### src/rtl/alu_issuer_if.sv
// Handshake and external-ALU bundle for alu_issuer.
// Slave is the issuer; master is the requester/consumer/ALU side.
interface alu_issuer_if;
  logic        req_valid;
  logic        req_ready;
  logic [2:0]  req_op;
  logic [31:0] req_a;
  logic [31:0] req_b;
  logic [31:0] alu_a;
  logic [31:0] alu_b;
  logic [2:0]  alu_op;
  logic [31:0] alu_c;
  logic        res_valid;
  logic        res_ready;
  logic [31:0] res_data;
  logic        res_err;

  modport slave (
    input  req_valid, req_op, req_a, req_b,
    input  alu_c, res_ready,
    output req_ready, alu_a, alu_b, alu_op,
    output res_valid, res_data, res_err
  );

  modport master (
    output req_valid, req_op, req_a, req_b,
    output alu_c, res_ready,
    input  req_ready, alu_a, alu_b, alu_op,
    input  res_valid, res_data, res_err
  );
endinterface

### src/rtl/alu_issuer.sv
// Single-slot issuer: latches one request, samples an external
// combinational ALU one cycle later, holds the result until consumed.
module alu_issuer #(
  parameter int CNT_W = 16
) (
  input  logic             clk,
  input  logic             reset_n,
  alu_issuer_if.slave      bus,
  output logic [CNT_W-1:0] op_cnt
);

  typedef enum logic [1:0] {
    IDLE,
    ISSUE,
    DONE
  } state_t;

  state_t state_q, state_d;

  logic [31:0]      a_q, b_q;
  logic [2:0]       op_q;
  logic [31:0]      data_q;
  logic             err_q;
  logic [CNT_W-1:0] cnt_q;

  logic accept, capture, retire, illegal;

  assign accept  = (state_q == IDLE) && bus.req_valid;
  assign capture = (state_q == ISSUE);
  assign retire  = (state_q == DONE) && bus.res_ready;
  assign illegal = op_q[2] & op_q[1];

  always_ff @(posedge clk or negedge reset_n) begin
    if (!reset_n) state_q <= IDLE;
    else          state_q <= state_d;
  end

  always_comb begin
    state_d = state_q;
    unique case (state_q)
      IDLE:    if (bus.req_valid) state_d = ISSUE;
      ISSUE:   state_d = DONE;
      DONE:    if (bus.res_ready) state_d = IDLE;
      default: state_d = IDLE;
    endcase
  end

  always_ff @(posedge clk or negedge reset_n) begin
    if (!reset_n) begin
      a_q  <= '0;
      b_q  <= '0;
      op_q <= '0;
    end else if (accept) begin
      a_q  <= bus.req_a;
      b_q  <= bus.req_b;
      op_q <= bus.req_op;
    end
  end

  // ALU output is undefined for opcodes 6/7, so never sample it then
  always_ff @(posedge clk or negedge reset_n) begin
    if (!reset_n) begin
      data_q <= '0;
      err_q  <= 1'b0;
    end else if (capture) begin
      data_q <= illegal ? 32'h0 : bus.alu_c;
      err_q  <= illegal;
    end
  end

  always_ff @(posedge clk or negedge reset_n) begin
    if (!reset_n)    cnt_q <= '0;
    else if (retire) cnt_q <= cnt_q + CNT_W'(1);
  end

  // Gate with reset so the requester never sees ready during reset
  assign bus.req_ready = (state_q == IDLE) && reset_n;
  assign bus.res_valid = (state_q == DONE);
  assign bus.res_data  = data_q;
  assign bus.res_err   = err_q;
  assign bus.alu_a     = a_q;
  assign bus.alu_b     = b_q;
  assign bus.alu_op    = op_q;
  assign op_cnt        = cnt_q;

endmodule

### src/flat_wrapper.sv
// flat-port wrapper written by rule: the top's interface ports become plain ports
module alu_issuer_flat 
#(
  parameter int CNT_W = 16
)
  (clk, reset_n, op_cnt, bus_req_valid, bus_req_op, bus_req_a, bus_req_b, bus_alu_c, bus_res_ready, bus_req_ready, bus_alu_a, bus_alu_b, bus_alu_op, bus_res_valid, bus_res_data, bus_res_err);
  alu_issuer_if bus_i ();
  input  logic clk;
  input  logic reset_n;
  output logic [CNT_W-1:0] op_cnt;
  input wire logic [$bits(bus_i.req_valid)-1:0] bus_req_valid;
  input wire logic [$bits(bus_i.req_op)-1:0] bus_req_op;
  input wire logic [$bits(bus_i.req_a)-1:0] bus_req_a;
  input wire logic [$bits(bus_i.req_b)-1:0] bus_req_b;
  input wire logic [$bits(bus_i.alu_c)-1:0] bus_alu_c;
  input wire logic [$bits(bus_i.res_ready)-1:0] bus_res_ready;
  output wire logic [$bits(bus_i.req_ready)-1:0] bus_req_ready;
  output wire logic [$bits(bus_i.alu_a)-1:0] bus_alu_a;
  output wire logic [$bits(bus_i.alu_b)-1:0] bus_alu_b;
  output wire logic [$bits(bus_i.alu_op)-1:0] bus_alu_op;
  output wire logic [$bits(bus_i.res_valid)-1:0] bus_res_valid;
  output wire logic [$bits(bus_i.res_data)-1:0] bus_res_data;
  output wire logic [$bits(bus_i.res_err)-1:0] bus_res_err;
  assign bus_i.req_valid = bus_req_valid;
  assign bus_i.req_op = bus_req_op;
  assign bus_i.req_a = bus_req_a;
  assign bus_i.req_b = bus_req_b;
  assign bus_i.alu_c = bus_alu_c;
  assign bus_i.res_ready = bus_res_ready;
  assign bus_req_ready = bus_i.req_ready;
  assign bus_alu_a = bus_i.alu_a;
  assign bus_alu_b = bus_i.alu_b;
  assign bus_alu_op = bus_i.alu_op;
  assign bus_res_valid = bus_i.res_valid;
  assign bus_res_data = bus_i.res_data;
  assign bus_res_err = bus_i.res_err;
  alu_issuer #(.CNT_W(CNT_W)) u_core (.clk(clk), .reset_n(reset_n), .bus(bus_i), .op_cnt(op_cnt));
endmodule
### config.mk
export PLATFORM = sky130hd
export DESIGN_NAME = alu_issuer_flat
export DESIGN_NICKNAME = d
export VERILOG_FILES = /design/src/rtl/alu_issuer_if.sv /design/src/rtl/alu_issuer.sv /design/src/flat_wrapper.sv
export SDC_FILE = /design/constraint.sdc
export NUM_CORES = 1
export LEC_CHECK = 0
export CAP_MARGIN = 20
export CORE_MARGIN = 10
export CORE_UTILIZATION = 43
export DETAILED_ROUTE_END_ITERATION = 8
export PLACE_DENSITY = 0.85
export RECOVER_POWER = 100
export SETUP_SLACK_MARGIN = 0.15
export SYNTH_ARGS = -nofsm -noshare
export SYNTH_HDL_FRONTEND = slang
export SYNTH_SLANG_ARGS = --single-unit
### constraint.sdc
create_clock -name clk -period 4.8 [get_ports clk]
set_clock_uncertainty 0.15 [all_clocks]
set_input_delay 1.44 -clock clk [delete_from_list [all_inputs] [get_ports clk]]
set_output_delay 1.44 -clock clk [all_outputs]
set_load 0.05 [all_outputs]
==> impl_results.md <==
* Yosys top cell area share at 66.2%
* Sink Count at 118
* Port Buf Inserts at 220
* Synthesized area at 4460 um^2
* Synth area leader: dfrtp_1
* Pin slew with the least headroom to its limit at 2170 ps
* Worst reg2reg startpoint: u_core.state_q[1]$_DFFE_PN0P_
* Post-CTS Hold Buffers at 0
* Cell family with most CP delay: buffers and inverters
* Status: finished with violations
* Crit share post-route at 84.1%
* Initial core utilization at 43.6%
* Wire length of the first global-routing pass at 20.2 mm
* WP buf/inv at 2
* CP startpoint kind: primary input
* Proportion of synthesized chip area in sequential cells at 66.2%
* Rel. slew slack at -44.6%
* Leakage power at 0.00322 uW
* Fin cells at 663
* Syn Area/Cell at 15.7 um^2
* Die Span Y at 122 um
* Drt pass-1 iters at 4
* Initial antenna violation count at 0
* Reg2Reg Depth at 5
* Global route overflow at 0
* Syn Inst Count at 285
* CP max FO at 40
* IO Pins at 221
* Final Routed Wirelength at 13.1 mm
* #FFs+latches synth at 118
* Min cycle time layout at 4040 ps
* Via count at 3270
* Synth cell types at 30
* Worst skew pair latency at 500 ps
* Worst vdd ir at 0.407 mV
* Post-CTS resize count at 0
* Synthesis-to-layout area growth at 65.0%
* Share of cells above drive strength 1 at 18.0%
* Number of buffers created by CTS at 17
* Count of final max-slew check failures at 149
* Ys Warns at 0
* CTS max path bufs at 2
* Synth area leaders: dfrtp_1, mux2_2, a22o_1
* Worst EP arrival at 4260 ps
* # DRC at 0
* Failing checks: capacitance limit, slew limit
* Drt via density at 4.93
* RePlAce Congestion at 0.796
* Post-CTS setup buffer count at 0
* Total Power at 6170 uW
* Worst Path Required at 5020 ps
* Cell area power density at 838 nW/um^2
* CP max-delay cell: clkbuf_1
* DIE AREA at 14800 um^2
* Row count at 37
* DP HPWL at 9.88 mm
* Initial DRC Count at 165
* Worst-path cell chain: dlygate4sd3_1 > nor3b_1 > clkbuf_1 > mux2_2
* Core box area at 10200 um^2
* F_max at 0.248 GHz
* WL per Instance at 19.8 um
* Reg2reg setup slack at 1710 ps
* Stages on worst setup path at 4
* R2r endpoint: u_core.bus.res_data[29]$_DFFE_PN0N_
* H-tree depth at 4
* Crit end category: flip-flop
* Max incr delay on CP at 1580 ps
* Final hold slack at 343 ps
* Clock-pin transition on the worst setup and hold timing paths at 50 ps
* # setup viols final at 0
* Worst setup path startpoint: bus_req_valid
* Mapped Nets at 389
* Root buffer cell: clkbuf_8
* Antenna Violating Nets Remaining at 0
* Ant diodes at 0
* Largest net degree at the start of global routing at 72
* Sum Neg Setup Slack at 0 ps
* RSZ-0062 raised after global routing: false
* All-layer global routing usage at 17.7%
* WS Path Type: in -> reg
* Final core occ at 71.9%
* Worst min path class: reg -> reg
* Maxcap violations at 3
* Final net count at 619
* Critical path destination: u_core.bus.alu_b[5]$_DFFE_PN0P_
* Final Hold Fails at 0
* Placed cells at 632
* Vias in the first global route at 3673
* Die X at 122 um
* CTS tree: yes
-- worst min path at each step --
stage | from | end | slack [ps] | depth (start not counted)
2_1_floorplan | u_core.bus.res_err$_DFFE_PN0N_ | u_core.bus.res_err$_DFFE_PN0N_ | 600 | 2
3_3_place_gp | u_core.op_cnt[15]$_DFFE_PN0P_ | u_core.op_cnt[15]$_DFFE_PN0P_ | 310 | 1
3_5_place_dp | u_core.bus.alu_b[24]$_DFFE_PN0P_ | u_core.bus.alu_b[24]$_DFFE_PN0P_ | 330 | 1
5_1_grt | u_core.bus.alu_a[0]$_DFFE_PN0P_ | u_core.bus.alu_a[0]$_DFFE_PN0P_ | 360 | 1
4_1_cts | u_core.op_cnt[6]$_DFFE_PN0P_ | u_core.op_cnt[6]$_DFFE_PN0P_ | 350 | 1
6_report | u_core.op_cnt[12]$_DFFE_PN0P_ | u_core.op_cnt[12]$_DFFE_PN0P_ | 340 | 1
-- through the flow --
stage	setup slack, ps	area, um^2
after floorplan	624	4460
after global placement	1140	6810
after detailed placement	1140	6810
after CTS	1040	7440
after global routing	540	7360
final	765	7360
-- cells in the mapped netlist --
master and n:
nor4_4 1, ha_1 1, a22o_1 32, nor2_1 2
nor3b_1 1, and4_1 1, nor2b_1 1, buf_6 2
xnor2_1 10, nor4_2 1, o21ai_0 1, and3_1 2
a21oi_1 1, nor3_1 2, nand2b_1 1, nand2_1 5
nand3_1 8, inv_1 3, nand4_1 2, nand4b_2 1
dfrtp_1 118, mux2_1 3, mux2_2 65, and4b_1 1
clkbuf_1 3, buf_2 9, a21oi_2 1, nor3b_2 1
buf_4 1, xor2_1 5
-- report_power, final --
part / total (uW) / internal, uW / switching (uW) / leakage (uW)
clock network: 1350 / 931 / 419 / 0.000311
registers: 1670 / 1430 / 236 / 0.00144
logic: 3150 / 1050 / 2100 / 0.00147
-- cells by family after synthesis --
family / synth area share [%]
xor gates and xnor gates: 2.95
DFF: 66.2
muxes: 17.2
and+or+nand+nor: 4.52
AOI/OAI and AO/OA: 6.70
adders and majority gates: 0.280
buffers and inverters: 2.19
-- cell usage in the layout (no fill, tap or decap), types with 3 or more instances in the layout --
master / netlist / layout
mux2_1: 3 / 4
clkdlybuf4s50_1: 0 / 99
inv_1: 3 / 3
clkinv_2: 0 / 3
dlygate4sd3_1: 0 / 119
clkbuf_16: 0 / 16
mux2_2: 65 / 64
a22o_1: 32 / 32
xor2_1: 5 / 5
dfrtp_1: 118 / 118
clkbuf_1: 3 / 8
nand2_1: 5 / 5
bufinv_16: 0 / 5
xnor2_1: 10 / 10
nand3_1: 8 / 8
clkbuf_8: 0 / 4
-- cell type report --
type                    count  area, um^2
multi-input cells         149        1370
flip-flops and latches    118        2950
well taps                 136         170
clock inverters             9         173
clock buffers              22         463
fillers                   701        2870
inverters                   3        11.3
repair buffers            226        2220
-- worst reg2reg max path, cell delays in order, from the launching register on --
cell and delay (ps):
dfrtp_1 430, nand2b_1 160, clkbuf_1 600, a21oi_1 330, clkbuf_1 1070, a22o_1 280
-- registers in the layout, indices dropped and copies added (netlist names) --
signal               cells
u_core.bus.res_err       1
u_core.bus.alu_b        32
u_core.bus.alu_a        32
u_core.op_cnt           16
u_core.bus.res_data     32
u_core.state_q           2
u_core.bus.alu_op        3
-- per-layer routing --
layer	up-vias	share of wire [%]	track usage [%]
met1	1603	38	19.2
li1	1502	-	-
met2	147	51	29.6
met5	-	0	0
met4	0	2.2	7.45
met3	18	9.6	7.72
No activity file was read; power rests on OpenSTA's default activity.
